`src/rtl/key_debounce_toggle.sv`:
```
// Purpose : per-key synchroniser + debouncer + press strobe + toggle-latched active-low LED.
// Latency : clean pin edge reaches key_level DB_CYCLES+2 clocks after first sampling edge; press_pulse/led_n on that same edge.
// Backpressure: none; free-running, every output registered each clock.
//
// Ports:
//   clk         system clock
//   rst_n       asynchronous active-low reset (release synchronous to clk)
//   key_n       raw active-low key pins, asynchronous to clk
//   key_level   debounced key level (0 = pressed)
//   press_pulse one-cycle strobe per accepted press (and per auto-repeat)
//   led_n       toggle-latched LED drive (0 = lit)
//
// Optional build macro: KEY_AUTOREPEAT_EN -- adds a per-key repeat counter that
// re-strobes press_pulse (and toggles led_n) every REPEAT_CYCLES while held.
module key_debounce_toggle #(
  parameter int N_KEYS        = 2,
  parameter int DB_CYCLES     = 1000000,
  parameter int REPEAT_CYCLES = 25000000
) (
  input  logic              clk,
  input  logic              rst_n,
  input  logic [N_KEYS-1:0] key_n,
  output logic [N_KEYS-1:0] key_level,
  output logic [N_KEYS-1:0] press_pulse,
  output logic [N_KEYS-1:0] led_n
);

  localparam int             DB_W   = (DB_CYCLES > 2) ? $clog2(DB_CYCLES) : 1;
  localparam logic [DB_W-1:0] DB_MAX = DB_W'(DB_CYCLES - 1);

  // Two-flop synchroniser; both stages reset to the released level.
  logic [N_KEYS-1:0] sync1_q, sync2_q;

  logic [N_KEYS-1:0] level_q, level_d;
  logic [N_KEYS-1:0] pulse_q, pulse_d;
  logic [N_KEYS-1:0] led_q,   led_d;
  logic [N_KEYS-1:0][DB_W-1:0] db_cnt_q, db_cnt_d;

`ifdef KEY_AUTOREPEAT_EN
  localparam int             RP_W   = (REPEAT_CYCLES > 2) ? $clog2(REPEAT_CYCLES) : 1;
  localparam logic [RP_W-1:0] RP_MAX = RP_W'(REPEAT_CYCLES - 1);

  logic [N_KEYS-1:0][RP_W-1:0] rep_cnt_q, rep_cnt_d;
`endif

  always_comb begin
    level_d  = level_q;
    pulse_d  = '0;
    led_d    = led_q;
    db_cnt_d = db_cnt_q;
`ifdef KEY_AUTOREPEAT_EN
    rep_cnt_d = rep_cnt_q;
`endif
    for (int i = 0; i < N_KEYS; i++) begin
      // The counter only advances while the synchronised pin disagrees with
      // the accepted level, so any bounce back restarts it from zero.
      if (sync2_q[i] == level_q[i]) begin
        db_cnt_d[i] = '0;
      end else if (db_cnt_q[i] == DB_MAX) begin
        db_cnt_d[i] = '0;
        level_d[i]  = sync2_q[i];
      end else begin
        db_cnt_d[i] = db_cnt_q[i] + DB_W'(1);
      end

      // Press = accepted 1->0 transition; release produces nothing.
      pulse_d[i] = level_q[i] & ~level_d[i];

`ifdef KEY_AUTOREPEAT_EN
      // Count only while the key stays held across this edge; the press edge,
      // idle and release edge all park the counter at zero.
      if (level_q[i] | level_d[i]) begin
        rep_cnt_d[i] = '0;
      end else if (rep_cnt_q[i] == RP_MAX) begin
        rep_cnt_d[i] = '0;
        pulse_d[i]   = 1'b1;
      end else begin
        rep_cnt_d[i] = rep_cnt_q[i] + RP_W'(1);
      end
`endif

      if (pulse_d[i]) begin
        led_d[i] = ~led_q[i];
      end
    end
  end

  always_ff @(posedge clk or negedge rst_n) begin
    if (!rst_n) begin
      sync1_q  <= '1;
      sync2_q  <= '1;
      level_q  <= '1;
      pulse_q  <= '0;
      led_q    <= '1;
      db_cnt_q <= '0;
    end else begin
      sync1_q  <= key_n;
      sync2_q  <= sync1_q;
      level_q  <= level_d;
      pulse_q  <= pulse_d;
      led_q    <= led_d;
      db_cnt_q <= db_cnt_d;
    end
  end

`ifdef KEY_AUTOREPEAT_EN
  always_ff @(posedge clk or negedge rst_n) begin
    if (!rst_n) begin
      rep_cnt_q <= '0;
    end else begin
      rep_cnt_q <= rep_cnt_d;
    end
  end
`endif

  assign key_level   = level_q;
  assign press_pulse = pulse_q;
  assign led_n       = led_q;

endmodule

```
`config.mk`:
```
export PLATFORM = sky130hd
export DESIGN_NAME = key_debounce_toggle
export DESIGN_NICKNAME = d
export VERILOG_FILES = /design/src/rtl/key_debounce_toggle.sv
export SDC_FILE = /design/constraint.sdc
export NUM_CORES = 1
export LEC_CHECK = 0
export ABC_AREA = 1
export BUFFER_PORTS_ARGS = -buffer_cell sky130_fd_sc_hd__buf_2
export CELL_PAD_IN_SITES_DETAIL_PLACEMENT = 0
export CELL_PAD_IN_SITES_GLOBAL_PLACEMENT = 1
export CORE_MARGIN = 4
export CORE_UTILIZATION = 30
export DETAILED_ROUTE_END_ITERATION = 8
export PLACE_DENSITY_LB_ADDON = 0.1
export SLEW_MARGIN = 25
export SYNTH_ARGS = -nofsm -noshare
export SYNTH_HDL_FRONTEND = slang
export SYNTH_SLANG_ARGS = --single-unit
export TNS_END_PERCENT = 1
```
`constraint.sdc`:
```
create_clock -name clk -period 1.5 [get_ports clk]
set_clock_uncertainty 0.2 [all_clocks]
set_input_delay 0.375 -clock clk [delete_from_list [all_inputs] [get_ports clk]]
set_output_delay 0.375 -clock clk [all_outputs]
set_load 0.01 [all_outputs]
```
==> run_results.csv, run 1 <==
group,metric,value,unit
timing,setup_tns,-2150,ps
timing,finalHoldViolCount,0,
finish,mostFrequentLayoutCell,"nor2_1",
floorplan,die_w,103,um
finish,area_growth_syn_to_layout,36.6,%
grt,grt-ovfl-total,0,
detailed_routing,wirelength,6.60,mm
clocking,clk_latency,310,ps
run,drv_cap,0,
detailed_routing,ant_nets,0,
timing,rsz0062_at_grt,"yes",
yosys,yosysSeqAreaShare,46.5,%
clocking,htree_levels,2,
grt,grt_pass1_vias,2345,
setup_path,critPathMaxFanout,7,
grt,grtUsageTotal,13.7,%
placed_design,post-place-ws,-142,ps
finish,multi_input_area,0.00135,mm2
setup_path,required,1510,ps
clocking,clk_pin_slew_worst_paths,90,ps
detailed_routing,drt_iter0_markers,34,
grt,grt_use_met2,22.9,%
grt,antenna_found_initial,0,
detailed_routing,viasPerCell,4.31,
power_and_ir_drop,power_density,684,mW/mm2
timing,fmax,0.616,GHz
power_and_ir_drop,p_leak,0.00170,uW
yosys,synth_edf_count,0,
floorplan,ios,10,
yosys,ys.flop_type,"dfrtp_1",
floorplan,num_rows,34,
min_path,hold_class,"register to register",
detailed_routing,dr.pass1.iters,4,
detailed_routing,drc,0,
clocking,cts.sinks,50,
yosys,synth.distinct_cells,26,
grt,met3_usage,3.25,%
grt,met1_usage,17.9,%
setup_path,critical_path.endpoint_type,"register",
setup_path,rr_endpoint,"db_cnt_q[0]",
placed_design,gp_congestion,0.784,
run_status,violations,"negative setup slack",
clocking,clock_path_buffers,2,
setup_path,crit_start,"db_cnt_q[0]",
finish,nFillCells,902,
yosys,ys_async_sr_fraction,100,%
yosys,ys_warn_count,0,
floorplan,die-area,0.0106,mm2
finish,final_cell_mix,"nor2_1 (70), buf_4 (69), nand2_1 (59), dfrtp_1 (41), inv_1 (38)",
detailed_routing,wl_per_cell,12.3,um
timing,finalCritPeriodShare,108,%
placed_design,dpl_cell_area,0.00344,mm2
finish,finish.instance_area,0.00371,mm2
yosys,syn_nets,346,
yosys,synthCells,340,
yosys,syn-cell-area,0.00272,mm2
placed_design,dpl.hpwl,5.13,mm
timing,post-route-min-period,1620,ps
power_and_ir_drop,power,2540,uW
clocking,cts_buffers,5,
finish,fin_nets,436,
detailed_routing,num_vias,2324,
timing,slew_viol_final,0,
timing,max_slew_margin,80.1,%
run_status,status,"finished, violations left",
power_and_ir_drop,ir_drop,0.000356,V
grt,grt_pass1_wl,11.2,mm
finish,final_util,42.3,%
floorplan,start_util,31.0,%
timing,final-setup-viol-count,31,
yosys,synth.avg_cell_area,7.99,um2
yosys,synth-seq-cells,50,
grt,top_usage_layer,"met2",
setup_path,worst_setup_path_start_kind,"register",
finish,num_antenna_cells,0,
setup_path,cp.arrival,1640,ps
timing,fin_ws,-124,ps
timing,tightest_slew,297,ps
clocking,root_buffer,"clkbuf_8",
setup_path,r2r_slack,-120,ps
floorplan,core_area,0.00876,mm2
placed_design,port_buffers,9,
setup_path,reg2reg_depth,7,
setup_path,crit_path_end,"db_cnt_q[0]",
setup_path,crit_type,"register to register",
finish,regArea,0.00126,mm2
finish,drive_gt1_share,36.0,%
grt,grt_max_degree,41,
floorplan,die_h,103,um
clocking,cts_tree,"yes",
setup_path,r2r-start,"db_cnt_q[0]",
## worst min-delay path by stage
stage,end,cells past startpoint,slack (ps),startpoint
floorplan,db_cnt_q[0],0,-120,rst_n
global placement,sync2_q[0],0,150,sync1_q[0]
detailed placement,sync2_q[0],0,150,sync1_q[0]
CTS,sync2_q[0],0,160,sync1_q[0]
global route,sync2_q[0],0,170,sync1_q[0]
finish,sync2_q[0],0,160,sync1_q[0]
## worst max-delay path: stages, from the launching register on
cell,delay [ps]
dfrtp_1,410
ha_4,160
nand3_4,90
nor3_4,230
nand3_4,140
nand2_4,140
buf_4,130
nor2_1,30
## repair_timing
| action | in CTS | in global routing |
|---|---|---|
| endpoints found under the hold margin | 44 | 0 |
| pin swaps | 2 | 7 |
| cloned | 0 | 0 |
| setup endpoints to repair | 36 | 46 |
| setup buffers | 0 | 4 |
| gates resized for setup | 9 | 15 |
| hold buffers | 3 | 0 |
## layout make-up
type | instances | area share (%)
multi-input combinational | 242 | 36.3
sequential | 50 | 34.0
timing repair buffer | 84 | 18.0
inverter | 47 | 4.89
tap | 108 | 3.64
clock buffer | 5 | 1.85
clock inverter | 3 | 1.21
## registers in the layout (all words and copies together), names as in the netlist
signal / flops
db_cnt_q: 40
key_level: 2
led_n: 2
press_pulse: 2
sync1_q: 2
sync2_q: 2
## routing by layer
layer	vias up	routed length, um
li1	1234	-
met1	1071	3160
met2	15	3270
met3	4	142
met4	0	39
met5	-	0
## synthesized netlist by cell type (5+ instances only)
cell type | instances | share of area [%]
nor2_4 | 7 | 2.9
o21ai_0 | 5 | 0.92
nand4_1 | 10 | 2.3
nor2_1 | 81 | 11
dfstp_2 | 8 | 7.7
a21oi_1 | 7 | 1.3
nand2_1 | 61 | 8.4
nand3_1 | 18 | 3.3
inv_1 | 41 | 5.7
xor2_1 | 12 | 3.9
dfrtp_1 | 42 | 39
nor2_2 | 6 | 1.4
nand2_2 | 8 | 1.8
xnor2_1 | 6 | 1.9
inv_2 | 5 | 0.69
## power by group
group | leakage, uW | total [uW] | switching [uW] | internal [uW]
sequential | 0.000664 | 1390 | 16.9 | 1370
combinational | 0.000989 | 153 | 84.3 | 68.3
clock | 0.0000504 | 996 | 499 | 497
## logic make-up after synthesis
group	Yosys count	share of synthesized area, %
simple gates	208	37.4
xor+xnor	18	5.81
compound gates	14	2.67
flops	50	46.5
buf+inv	48	6.77
fa+ha+maj	2	0.922
## per-stage QoR
stage	cells	hold WS (ps)
after global routing	539	167
after detailed placement	524	149
after global placement	524	147
after CTS	535	164
after floorplan	340	-121
final	539	162
Note: power is estimated with default switching activity, not from simulation.
==> run 2: changes to the inputs <==
--- a/config.mk
+++ b/config.mk
@@ -5,7 +5,6 @@
 export SDC_FILE = /design/constraint.sdc
 export NUM_CORES = 1
 export LEC_CHECK = 0
-export ABC_AREA = 1
 export BUFFER_PORTS_ARGS = -buffer_cell sky130_fd_sc_hd__buf_2
 export CELL_PAD_IN_SITES_DETAIL_PLACEMENT = 0
 export CELL_PAD_IN_SITES_GLOBAL_PLACEMENT = 1
==> run 2 against run 1 <==
Combinational power shrank 10%. Highest routed layer unchanged. Sequential power about the same. The run still ends with negative setup slack left. Synthesized area decreased by 13%.
==> run_results.csv, run 2 <==
group,metric,value,unit
run_status,status,"finished, violations left",
run_status,violations,"negative setup slack",
timing,fmax,0.446,GHz
clocking,cts_buffers,5,
finish,multi_input_area,0.00108,mm2
clocking,htree_levels,2,
detailed_routing,viasPerCell,4.53,
yosys,synth_simple_gate_area_share,24.5,%
clocking,clk_pin_slew_worst_paths,110,ps
yosys,synthTopCellsByArea,"dfrtp_1 (45%), dfstp_2 (8.9%), xnor2_1 (8.6%), nor2_1 (4.9%), nand3_1 (2.6%)",
timing,post-route-min-period,2240,ps
grt,grt_use_met2,21.3,%
yosys,yosysMostFrequentCell,"dfrtp_1",
grt,grt_max_degree,51,
power_and_ir_drop,switching_share,22.7,%
timing,finalHoldViolCount,0,
setup_path,critPathMaxFanout,3,
finish,mostFrequentLayoutCell,"buf_4",
yosys,ys_async_sr_fraction,100,%
grt,top_usage_layer,"met2",
timing,rsz0062_at_grt,"yes",
floorplan,num_rows,32,
power_and_ir_drop,ir_drop,0.000315,V
timing,final-setup-viol-count,48,
yosys,synth_xor_area_share,10.8,%
finish,largest_reg_flops,40,
power_and_ir_drop,combPwrFrac,5.4,%
power_and_ir_drop,p_leak,0.00138,uW
grt,grt_pass1_vias,1919,
yosys,syn-cell-area,0.00235,mm2
finish,regArea,0.00126,mm2
yosys,yosysSeqAreaShare,53.6,%
detailed_routing,ant_nets,0,
placed_design,port_buffers,9,
grt,antenna_found_initial,0,
yosys,yosysTopAreaCell,"dfrtp_1",
setup_path,rr_endpoint,"key_level[0]",
run,drv_cap,0,
power_and_ir_drop,p_sw,569,uW
detailed_routing,wl_per_cell,12.4,um
setup_path,crit_start,"db_cnt_q[15]",
setup_path,critical_path.endpoint_type,"register",
timing,finalCritPeriodShare,149,%
grt,grt-ovfl-total,0,
finish,finish.instance_area,0.00326,mm2
timing,max_slew_margin,75.9,%
power_and_ir_drop,intPower,1940,uW
floorplan,die-area,0.00932,mm2
detailed_routing,dr.pass1.iters,4,
setup_path,required,1530,ps
yosys,synthAdderAreaFrac,1.06,%
timing,holdWs,161,ps
placed_design,gp_congestion,0.775,
yosys,synth_edf_count,0,
finish,largest_register,"db_cnt_q",
setup_path,crit_path_end,"key_level[0]",
clocking,cts_setup_buffers,0,
grt,met3_usage,2.56,%
finish,fin_nets,309,
yosys,syn_nets,231,
clocking,clk_latency,310,ps
placed_design,dpl.hpwl,3.53,mm
finish,final_cell_mix,"buf_4 (56), dfrtp_1 (42), nor2_1 (29), xnor2_1 (23), nand3_1 (12)",
power_and_ir_drop,sequentialPowerShare,54.9,%
setup_path,crit_type,"register to register",
min_path,hold_class,"register to register",
grt,grt_pass1_wl,9.02,mm
placed_design,dpl_cell_area,0.00301,mm2
detailed_routing,num_vias,1839,
clocking,cts_tree,"yes",
detailed_routing,drt_iter0_markers,27,
floorplan,core_area,0.00769,mm2
setup_path,r2r_slack,-740,ps
timing,fin_ws,-741,ps
finish,nFillCells,782,
finish,drive_gt1_share,35.2,%
detailed_routing,drc,0,
yosys,synth_top_cells_by_count,"dfrtp_1 (42), nor2_1 (31), xnor2_1 (23)",
clocking,clock_path_buffers,2,
setup_path,reg2reg_depth,4,
yosys,synthCells,225,
yosys,synth.distinct_cells,34,
setup_path,cp.arrival,2280,ps
power_and_ir_drop,power_density,771,mW/mm2
detailed_routing,wirelength,5.04,mm
clocking,root_buffer,"clkbuf_8",
yosys,synth_top_family_by_area,"simple AND/OR/NAND/NOR gates",
yosys,ys_warn_count,0,
grt,grtUsageTotal,12.6,%
yosys,yosys-mux-area-fraction,0.957,%
timing,slew_viol_final,0,
setup_path,r2r-start,"db_cnt_q[15]",
floorplan,start_util,30.6,%
yosys,synth-seq-cells,50,
floorplan,die_w,96.6,um
finish,area_growth_syn_to_layout,38.5,%
finish,num_antenna_cells,0,
yosys,synth_top_cell_area_share,44.7,%
yosys,synth_compound_area_share,6.12,%
setup_path,worst_setup_path_start_kind,"register",
floorplan,ios,10,
grt,met1_usage,16.0,%
power_and_ir_drop,pwr-share-clk,39.6,%
yosys,synth.avg_cell_area,10.5,um2
timing,tightest_slew,359,ps
yosys,ys.flop_type,"dfrtp_1",
clocking,cts.sinks,50,
floorplan,die_h,96.6,um
## run 2: changes by cell type after synthesis, moves of 6 or more
cell     delta
nor2_2      -6
inv_1      -31
xor2_1      -6
nor2_1     -50
xnor2_1    +17
nand2_1    -51
or4_1       +6
nand3_1     -6
nor4_1      +6
nor2_4      -7
or3_1       +9
nand2_2     -8
## run 2: how the worst min path moves through the flow
stage / slack, ps / start / endpoint / depth (start not counted)
2_1_floorplan: -120 / rst_n / db_cnt_q[0] / 0
3_3_place_gp: 150 / sync1_q[1] / sync2_q[1] / 0
3_5_place_dp: 150 / sync1_q[1] / sync2_q[1] / 0
4_1_cts: 160 / sync1_q[1] / sync2_q[1] / 0
5_1_grt: 170 / sync1_q[1] / sync2_q[1] / 0
6_report: 160 / sync1_q[1] / sync2_q[1] / 0
## run 2: repair_timing
item,4_1_cts,5_1_grt
hold buffers,3,0
endpoints found under the setup margin,49,49
endpoints found under the hold margin,44,0
resized for setup,15,6
pin swaps,15,0
## run 2: area by class of cell
cell class,count,share of cell area (%)
clock buffer,5,2.11
clock inverter,3,1.50
inverter,10,1.15
multi-input combinational,160,33.1
sequential,50,38.7
tap,102,3.92
timing repair buffer,76,19.5
## run 2: power by group through the flow
stage	clock network (uW)	registers, uW	logic [uW]
2_1_floorplan	0	1410	41.0
3_3_place_gp	0	1410	131
3_5_place_dp	0	1410	131
4_1_cts	1050	1380	141
5_1_grt	1110	1380	154
6_report	995	1380	137
## run 2: per-layer routing
metal,routed length (um),part of all wire (%),vias to the layer above
met4,62,1.2,0
met2,2580,51,7
met3,75,1.5,4
li1,-,-,939
met1,2330,46,889
met5,0,0,-
## run 2: logic make-up after synthesis
family                     Yosys count
adders and majority gates            2
buffers and inverters               15
AOI/OAI and AO/OA                   24
and+or+nand+nor                    103
DFF                                 50
xor gates and xnor gates            29
muxes                                2
## run 2: worst max-delay path, stage by stage (launching register included)
cell and delay, ps:
dfrtp_1 400, or4b_4 540, or4_4 580, nor2_2 110, mux2_2 350
## run 2: stage by stage
step,util [%],cells,total power [uW],setup WS (ps),TNS [ps]
3_3_place_gp,39.2,395,1540,-707,-26700
5_1_grt,42.4,406,2650,-787,-30320
2_1_floorplan,-,225,1450,-723,-27250
3_5_place_dp,39.2,395,1540,-745,-27810
6_report,42.4,406,2510,-741,-26950
4_1_cts,42.0,406,2570,-741,-27670
